`src/rtl/rgb_breather_pkg.sv`:
```
// Shared encodings and helpers for the RGB breathing LED stage.
package rgb_breather_pkg;

  typedef enum logic [1:0] {
    MODE_OFF     = 2'b00,
    MODE_BREATHE = 2'b01,
    MODE_SOLID   = 2'b10,
    MODE_RSVD    = 2'b11
  } mode_e;

  typedef enum logic [1:0] {
    IDLE  = 2'b00,
    RISE  = 2'b01,
    FALL  = 2'b10,
    SOLID = 2'b11
  } state_e;

  // Prescaler counter width; never narrower than one bit.
  function automatic int presc_width(input int cycles);
    return (cycles <= 2) ? 1 : $clog2(cycles);
  endfunction

endpackage

```
`src/rtl/rgb_breather_if.sv`:
```
// Control inputs and LED/monitor outputs of the breathing LED stage.
interface rgb_breather_if;
  logic       enable;
  logic [1:0] mode;
  logic [2:0] color;
  logic       led_red;
  logic       led_green;
  logic       led_blue;
  logic       gpio_2;

  modport master (
    output enable, mode, color,
    input  led_red, led_green, led_blue, gpio_2
  );

  modport slave (
    input  enable, mode, color,
    output led_red, led_green, led_blue, gpio_2
  );
endinterface

```
`src/rtl/rgb_breather_tick.sv`:
```
// Enable-gated prescaler emitting a tick once every STEP_CYCLES enabled clocks.
module tick_gen
  import rgb_breather_pkg::*;
#(
  parameter int STEP_CYCLES = 93750
) (
  input  logic clk,
  input  logic rst,
  input  logic enable_i,
  output logic tick_o
);

  localparam int W = presc_width(STEP_CYCLES);
  localparam logic [W-1:0] LAST = W'(STEP_CYCLES - 1);

  logic [W-1:0] cnt_q;
  logic [W-1:0] cnt_d;
  logic         at_last;

  assign at_last = (cnt_q == LAST);
  assign tick_o  = enable_i && at_last;

  always_comb begin
    cnt_d = cnt_q;
    if (enable_i) begin
      cnt_d = at_last ? '0 : cnt_q + W'(1);
    end
  end

  always_ff @(posedge clk) begin
    if (rst) begin
      cnt_q <= '0;
    end else begin
      cnt_q <= cnt_d;
    end
  end

endmodule

```
`src/rtl/rgb_breather.sv`:
```
// Triangle/solid brightness generator driving glitch-free PWM on the RGB LEDs.
module rgb_breather
  import rgb_breather_pkg::*;
#(
  parameter int PWM_BITS    = 8,
  parameter int STEP_CYCLES = 93750
) (
  input  logic           clk,
  input  logic           rst,
  rgb_breather_if.slave  io
);

  localparam logic [PWM_BITS-1:0] DMAX = '1;
  localparam logic [PWM_BITS-1:0] ONE  = PWM_BITS'(1);

  logic [PWM_BITS-1:0] pwm_cnt_q;
  logic [PWM_BITS-1:0] pwm_cnt_d;
  logic [PWM_BITS-1:0] duty_q;
  logic [PWM_BITS-1:0] duty_live_q;
  state_e              state_q;
  logic                gpio_q;
  logic [2:0]          led_q;
  logic [2:0]          led_d;
  logic                step_tick;
  logic                period_end;
  logic                mode_off;

  tick_gen #(
    .STEP_CYCLES(STEP_CYCLES)
  ) u_tick (
    .clk      (clk),
    .rst      (rst),
    .enable_i (io.enable),
    .tick_o   (step_tick)
  );

  assign period_end = (pwm_cnt_q == DMAX);
  assign mode_off   = (io.mode == MODE_OFF) || (io.mode == MODE_RSVD);

  always_comb begin
    pwm_cnt_d = io.enable ? pwm_cnt_q + ONE : pwm_cnt_q;
    led_d     = {3{io.enable}} & io.color & {3{pwm_cnt_q < duty_live_q}};
  end

  always_ff @(posedge clk) begin
    if (rst) begin
      pwm_cnt_q <= '0;
      led_q     <= '0;
    end else begin
      pwm_cnt_q <= pwm_cnt_d;
      led_q     <= led_d;
    end
  end

  // Mode changes act immediately; only the ramp itself waits for step_tick.
  always_ff @(posedge clk) begin
    if (rst) begin
      state_q     <= IDLE;
      duty_q      <= '0;
      duty_live_q <= '0;
      gpio_q      <= 1'b0;
    end else begin
      gpio_q <= 1'b0;
      if (io.enable) begin
        case (io.mode)
          MODE_SOLID: begin
            state_q <= SOLID;
            duty_q  <= DMAX;
          end
          MODE_BREATHE: begin
            case (state_q)
              IDLE, SOLID: begin
                state_q <= RISE;
                duty_q  <= '0;
              end
              RISE: begin
                if (step_tick) begin
                  if (duty_q == DMAX) state_q <= FALL;
                  else                duty_q  <= duty_q + ONE;
                end
              end
              FALL: begin
                if (step_tick) begin
                  if (duty_q == '0) begin
                    state_q <= RISE;
                    gpio_q  <= 1'b1;
                  end else begin
                    duty_q <= duty_q - ONE;
                  end
                end
              end
              default: state_q <= IDLE;
            endcase
          end
          default: begin
            state_q <= IDLE;
            duty_q  <= '0;
          end
        endcase

        // Duty is only latched at the period boundary so a period never changes width.
        if (mode_off)        duty_live_q <= '0;
        else if (period_end) duty_live_q <= duty_q;
      end
    end
  end

  assign io.led_red   = led_q[2];
  assign io.led_green = led_q[1];
  assign io.led_blue  = led_q[0];
  assign io.gpio_2    = gpio_q;

endmodule

```
`src/flat_wrapper.sv`:
```
// flat-port wrapper written by rule: the top's interface ports become plain ports
module rgb_breather_flat import rgb_breather_pkg::*;
#(
  parameter int PWM_BITS    = 8,
  parameter int STEP_CYCLES = 93750
)
  (clk, rst, io_enable, io_mode, io_color, io_led_red, io_led_green, io_led_blue, io_gpio_2);
  rgb_breather_if io_i ();
  input  logic clk;
  input  logic rst;
  input wire logic [$bits(io_i.enable)-1:0] io_enable;
  input wire logic [$bits(io_i.mode)-1:0] io_mode;
  input wire logic [$bits(io_i.color)-1:0] io_color;
  output wire logic [$bits(io_i.led_red)-1:0] io_led_red;
  output wire logic [$bits(io_i.led_green)-1:0] io_led_green;
  output wire logic [$bits(io_i.led_blue)-1:0] io_led_blue;
  output wire logic [$bits(io_i.gpio_2)-1:0] io_gpio_2;
  assign io_i.enable = io_enable;
  assign io_i.mode = io_mode;
  assign io_i.color = io_color;
  assign io_led_red = io_i.led_red;
  assign io_led_green = io_i.led_green;
  assign io_led_blue = io_i.led_blue;
  assign io_gpio_2 = io_i.gpio_2;
  rgb_breather #(.PWM_BITS(PWM_BITS), .STEP_CYCLES(STEP_CYCLES)) u_core (.clk(clk), .rst(rst), .io(io_i));
endmodule
```
`config.mk`:
```
export PLATFORM = sky130hd
export DESIGN_NAME = rgb_breather_flat
export DESIGN_NICKNAME = d
export VERILOG_FILES = /design/src/rtl/rgb_breather_pkg.sv /design/src/rtl/rgb_breather_if.sv /design/src/rtl/rgb_breather_tick.sv /design/src/rtl/rgb_breather.sv /design/src/flat_wrapper.sv
export SDC_FILE = /design/constraint.sdc
export NUM_CORES = 1
export LEC_CHECK = 0
export BUFFER_PORTS_ARGS = -buffer_cell sky130_fd_sc_hd__buf_2
export CAP_MARGIN = 20
export CORE_MARGIN = 2
export CORE_UTILIZATION = 61
export DETAILED_ROUTE_END_ITERATION = 8
export PLACE_DENSITY_LB_ADDON = 0.15
export RECOVER_POWER = 100
export SLEW_MARGIN = 30
export SYNTH_ARGS = -nofsm -noshare
export SYNTH_HDL_FRONTEND = slang
export SYNTH_SLANG_ARGS = --single-unit
```
`constraint.sdc`:
```
create_clock -name clk -period 3.8 [get_ports clk]
set_input_delay 0.38 -clock clk [delete_from_list [all_inputs] [get_ports clk]]
set_output_delay 0.38 -clock clk [all_outputs]
set_load 0.02 [all_outputs]
```
==> Word-level counts from Yosys, hierarchy flattened <==
Index checks and enable logic that the tools add are counted.
{ "classes": {"addsub": 4, "magnitude_cmp": 1, "eq_ne": 15, "mux": 16, "bitwise": 6, "reduce_logical": 11} }
{ "op_table": {"columns": ["operator", "n"], "rows": [
  ["$mux 8", 6],
  ["$pmux 8 s3", 1],
  ["$add 17x1->17 const B", 1],
  ["$eq 17x17->1 const B", 1],
  ["$mux 17", 1],
  ["$add 8x1->8 const B", 2],
  ["$eq 8x8->1 const B", 2],
  ["$pmux 8 s2", 1],
  ["$ne 3x2->1 const B", 4],
  ["$reduce_and 5->1", 2],
  ["$eq 2x2->1 const B", 4],
  ["$logic_not 8->1", 1],
  ["$lt 8x8->1", 1],
  ["$mux 2", 4],
  ["$sub 8x1->8 const B", 1],
  ["$and 3x3->3", 2],
  ["$ne 3x3->1 const B", 2],
  ["$pmux 2 s3", 1],
  ["$reduce_or 5->1", 1],
  ["$eq 2x1->1 const B", 2],
  ["$logic_not 2->1", 2],
  ["$not 1->1", 4],
  ["$pmux 2 s2", 1],
  ["$reduce_and 2->1", 1],
  ["other kinds (5)", 5]
]} }
{ "word_totals": {"register_bits": 47, "out_inout_bits": 4, "elab_cells": 60} }

==> Depth between registers and ports, before layout <==
{ "logic_depth": {"ltp_word": 5, "ltp_mapped": 11} }

==> Hierarchy <==
Synthesis repeated with hierarchy kept, for this count alone.
{ "unflattened": {"hier_cells": 340, "area_unflattened_um2": 2786.4} }
{ "by_module_without_submodules": {"columns": ["module", "instances", "cells_per_inst", "area_each_um2", "seq_area_each_um2"], "rows": [
  ["rgb_breather", 1, 247, 1946.9, 600.6],
  ["tick_gen", 1, 93, 839.6, 340.3]
]} }

==> Least setup slack after synthesis <==
OpenSTA, ideal clock, no wires.
{ "synth_path": {"path_type": "reg-to-reg", "startpoint": "register u_core.state_q[0]", "endpoint": "register u_core.duty_q[6]", "setup_ns": 0.122, "arrival_time_ns": 2.843, "required_ns": 3.678, "slack_ns": 0.835, "path_stages_with_launch": 12, "period_less_slack_ns": 2.965, "path_cell_list": "dfxtp_1 -> inv_1 -> ha_1 -> buf_1 -> buf_1 -> xor2_1 -> ha_1 -> or4_1 -> o31ai_1 -> nor4_1 -> o41a_1 -> a221o_1"} }
{ "synth_between": {"elab_chain_len": 4, "elab_cells_between_ends": 12} }
{ "synth_rtl": {"columns": ["element", "line", "rtl"], "rows": [
  ["start: declaration", "rgb_breather.sv:20", "state_e state_q;"],
  ["start signal: assignment", "rgb_breather.sv:58", "state_q <= IDLE;"],
  ["start signal: assignment", "rgb_breather.sv:67", "state_q <= SOLID;"],
  ["start signal: assignment", "rgb_breather.sv:73", "state_q <= RISE;"],
  ["$eq 2x2->1 or $logic_not 2->1 (tied branches)", "rgb_breather.sv:71", "case (state_q)"],
  ["$reduce_or 2->1", "rgb_breather.sv:71", null],
  ["$pmux 8 s3", "rgb_breather.sv:71", null],
  ["$pmux 8 s2", "rgb_breather.sv:65", "case (io.mode)"],
  ["end signal: assignment", "rgb_breather.sv:79", "else duty_q <= duty_q + ONE;"],
  ["end signal: assignment", "rgb_breather.sv:88", "duty_q <= duty_q - ONE;"],
  ["end: declaration", "rgb_breather.sv:18", "logic [PWM_BITS-1:0] duty_q;"]
]} }
Several ways; a longest one is shown, not always the timed one.
A chain may end at the register's enable or synchronous reset.

==> Worst setup path after layout <==
Ends and elaborated chain as after synthesis.

==> results.txt <==
----------------------------------------------------
[GRT]
  Number of global-route vias before repair ... 2188
  Combined global-route utilization of all metal layers ... 23.3%
  Gr ovfl total ... 0
  Global-route wire length before repair ... 9.65 mm
  Initial antenna violation count ... 0
  Pin count of the biggest net entering global routing ... 29

[Finish]
  Count of fill cells added during filler insertion ... 372
  Non-Filler Instances ... 400
  Final net count ... 371
  Area added between synthesis and finish ... 4.69%
  Fraction of layout cells with a size suffix above 1 ... 6.03%
  Summed area of non-filler cells in the final layout ... 2990 um^2
  Total inserted antenna cells ... 0

[Synth]
  Post-synth cell types ... 56
  Cell area after synthesis ... 2850 um^2
  Post-synth top area cell ... sky130_fd_sc_hd__dfxtp_1
  Count of warnings emitted by yosys ... 0
  Instance count of the mapped netlist ... 349
  Post-synth ARST share ... 0%
  Post-synth EDFFs ... 0
  Post-synth top area share ... 33.0%
  Average cell area after synthesis ... 8.18 um^2
  Net Count, Synth ... 373
  Cells taking the most area after synthesis ... sky130_fd_sc_hd__dfxtp_1, sky130_fd_sc_hd__ha_1, sky130_fd_sc_hd__xor2_1
  Flop and latch count out of synthesis ... 47
  Ys flop type ... sky130_fd_sc_hd__dfxtp_1
  Fraction of the yosys area taken by sequential cells ... 33.0%

[Detailed routing]
  Number of routed nets with antenna violations ... 0
  DRT Pass-1 Iters ... 4
  Wire length after detailed routing ... 5.87 mm
  DR DRC count ... 0
  Vias per Instance ... 6.13
  DRC violation total after the first TritonRoute iteration ... 130
  Routed vias ... 2453
  Average wire per standard cell ... 14.7 um

[Die]
  Horizontal die dimension ... 72.4 um
  Starting density of the core ... 64.2%
  Die footprint ... 5240 um^2
  Core Footprint ... 4440 um^2
  Top Ports ... 12
  Total number of placement rows ... 24
  Vert. Die Dim ... 72.4 um

[Clock network]
  Number of hold-repair buffers added at the cts stage ... 0
  Max clock buf depth ... 2
  Clock latency on the worst-skew pair ... 0.30 ns
  CTS tree ... done
  Clk sinks ... 47
  TritonCTS buffer count ... 5
  H-tree level count ... 2
  Count of buffers added by post-CTS timing repair for setup ... 0
  CTS clk-pin slew, worst paths ... 0.10 ns
  Clk root buf ... sky130_fd_sc_hd__clkbuf_8
  Post-cts resize count ... 0

[Placed design]
  Instance area after placement ... 2900 um^2
  Number of buffers added on ports ... 11
  Total placed cells including tap cells ... 392
  DP HPWL ... 4.07 mm
  Post-placement setup slack ... 1.12 ns
  Global placement routability congestion ... 0.945

[Pwr]
  Internal power component ... 0.736 mW
  Relative contribution of sequential cells to total power ... 51.9%
  Static power due to leakage ... 1.10 nW
  Maximum vdd drop ... 0.203 mV
  Part of the power in combinational logic ... 9.5%
  Total net switching power ... 0.256 mW
  Clock Power Share ... 38.6%
  Proportion of total power due to net switching ... 25.8%
  Power density cells ... 332 nW/um^2

[Job]
  Maximum Capacitance Violations ... 0

[Timing]
  RSZ-0062 raised after global routing ... false
  Crit path setup slack, layout ... 1.08 ns
  Slew at the pin closest to its max-slew limit ... 1.06 ns
  Max Freq ... 368 MHz
  Minimum clock period after layout ... 2.72 ns
  Part of the cycle the worst path needs ... 71.6%
  Slew margin rel. ... 29.5%
  Pins Over Slew Limit ... 0
  Setup TNS Final ... 0 ns
  Maximum clock skew at final layout ... 0.00498 ns
  Final setup vio count ... 0
  Final Hold Violating Endpoints ... 0

[Critical path]
  Required @ worst endpoint ... 4.00 ns
  Last element of the critical path ... u_core.duty_q[6]
  Beginning of the critical path ... u_core.state_q[0]
  Register-to-Register Path Depth ... 10
  Category of the most critical setup path ... flip-flop to flip-flop
  Critical path buffers and inverters ... 2
  Endpoint kind of the worst setup timing path ... flip-flop
  Gate family responsible for the most delay along the worst path ... compound AO/OA/AOI/OAI gates
  Data arrival at the endpoint of the critical path ... 2.92 ns
  Worst setup slack for register-to-register paths ... 1.08 ns
  Kind of start point of the critical path ... flip-flop
  Maximum fanout encountered on the critical timing path ... 24
  Cell chain of the critical path ... inv_1 -> ha_1 -> buf_4 -> xor2_1 -> ha_1 -> or4_1 -> o31ai_1 -> nor4_1 -> o41a_1 -> a221o_1
  Maximum single-stage delay on the critical path ... 0.43 ns
  Critical R2R Launch ... u_core.state_q[0]
  Critical R2R Capture ... u_core.duty_q[6]
  Critical Path Stages ... 10
  Critical Path Most Common Cell ... sky130_fd_sc_hd__ha_1
  Critical-path top delay cell ... sky130_fd_sc_hd__o41a_1

[Run status]
  Result of the run ... finished, final reports clean

[Min path]
  Tightest Hold Check Type ... primary input to flip-flop

----------------------------------------------------
## final cells by class
type / count / area [um^2] / area share, %
Multi-Input combinational cell: 260 / 1730 / 58.0
Sequential cell: 47 / 941 / 31.5
Inverter: 21 / 78.8 / 2.64
Clock buffer: 5 / 68.8 / 2.30
Tap cell: 52 / 65.1 / 2.18
Timing Repair Buffer: 12 / 56.3 / 1.88
Clock inverter: 3 / 46.3 / 1.55
## worst min-delay path: stages
cell,delay (ns)
sky130_fd_sc_hd__buf_2,0.09
sky130_fd_sc_hd__inv_1,0.04
sky130_fd_sc_hd__a211oi_1,0.03
## flip-flops by register name, indices dropped and copies added, names as in the netlist
register and count:
u_core.state_q 2, u_core.duty_live_q 8, u_core.duty_q 8, u_core.io.gpio_2 1, u_core.u_tick.cnt_q 17, u_core.pwm_cnt_q 8
u_core.led_q 3
## per-stage QoR
| step | util (%) | power [mW] | hold WS [ns] |
|---|---|---|---|
| finish | 67.2 | 0.992 | 0.283 |
| global route | 67.2 | 1.03 | 0.272 |
| CTS | 67.8 | 0.996 | 0.274 |
| detailed placement | 65.2 | 0.620 | 0.446 |
| global placement | 65.2 | 0.618 | 0.439 |
| floorplan | - | 0.596 | 0.432 |
## cell usage in the layout, fill, tap and decap left out, drive strengths merged, types with 2 or more instances in the layout
cell    Yosys  layout
o211a       3       3
a41oi       2       2
buf         8       7
inv        21      22
nor2b       3       3
nand2      23      23
a21oi      24      24
and3        2       2
nor4b       2       2
or4         7       7
and4b       3       3
a211oi      5       5
a31oi       4       4
nor3        5       5
o211ai      4       4
a211o       2       2
nand2b      3       3
or2         2       2
nor4        7       7
or4b        2       2
dfxtp      47      47
ha         16      16
xor2       17      17
o21ai      16      16
a21o        5       5
nand3      11      11
nand4b      8       8
nand4      13      13
and4        3       3
nor2       33      33
mux2i       2       2
and2        2       2
xnor2      10      10
clkbuf     13      10
or3         6       6
## worst min path at each step
stage                                from                    end  slack [ns]  cells past startpoint
detailed placement  u_core.duty_live_q[2]  u_core.duty_live_q[2]        0.45                      2
finish                        io_color[1]        u_core.led_q[1]        0.28                      3
floorplan           u_core.duty_live_q[3]  u_core.duty_live_q[3]        0.43                      2
CTS                           io_color[1]        u_core.led_q[1]        0.27                      3
global placement    u_core.duty_live_q[6]  u_core.duty_live_q[6]        0.44                      2
global route                  io_color[2]        u_core.led_q[2]        0.27                      3
## cells by family (layout without fill, tap and decap cells)
kind of cell,after synthesis,after routing,share of synthesized area (%)
simple gates,138,138,27.7
mux,2,2,0.701
flops,47,47,33.0
fa+ha+maj,16,16,7.01
buf+inv,42,41,5.66
compound gates,77,77,17.7
xor+xnor,27,27,8.29
## routing by layer
| layer | vias up | part of all wire [%] | track usage [%] |
|---|---|---|---|
| met1 | 1103 | 48 | 30.7 |
| li1 | 1262 | - | - |
| met5 | - | 0 | 0 |
| met2 | 81 | 45 | 37.9 |
| met4 | 0 | 1.1 | 7.82 |
| met3 | 7 | 6.2 | 5.00 |
## cells in the mapped netlist (all sizes together) (4+ instances only)
library cell	number
or4	7
a211oi	5
nand3	11
nor3	5
buf	8
o21ai	16
nor4	7
o211ai	4
a21oi	24
dfxtp	47
xnor2	10
xor2	17
nand4	13
a31oi	4
or3	6
clkbuf	13
inv	21
a21o	5
nand2	23
nor2	33
ha	16
nand4b	8
## power by group through the flow
stage,Sequential [mW],Combinational [mW],Clock (mW)
6_report,0.515,0.0940,0.383
5_1_grt,0.517,0.104,0.410
4_1_cts,0.515,0.0941,0.387
3_5_place_dp,0.526,0.0937,0
3_3_place_gp,0.526,0.0920,0
2_1_floorplan,0.520,0.0760,0
No activity file was read; power rests on OpenSTA's default activity.
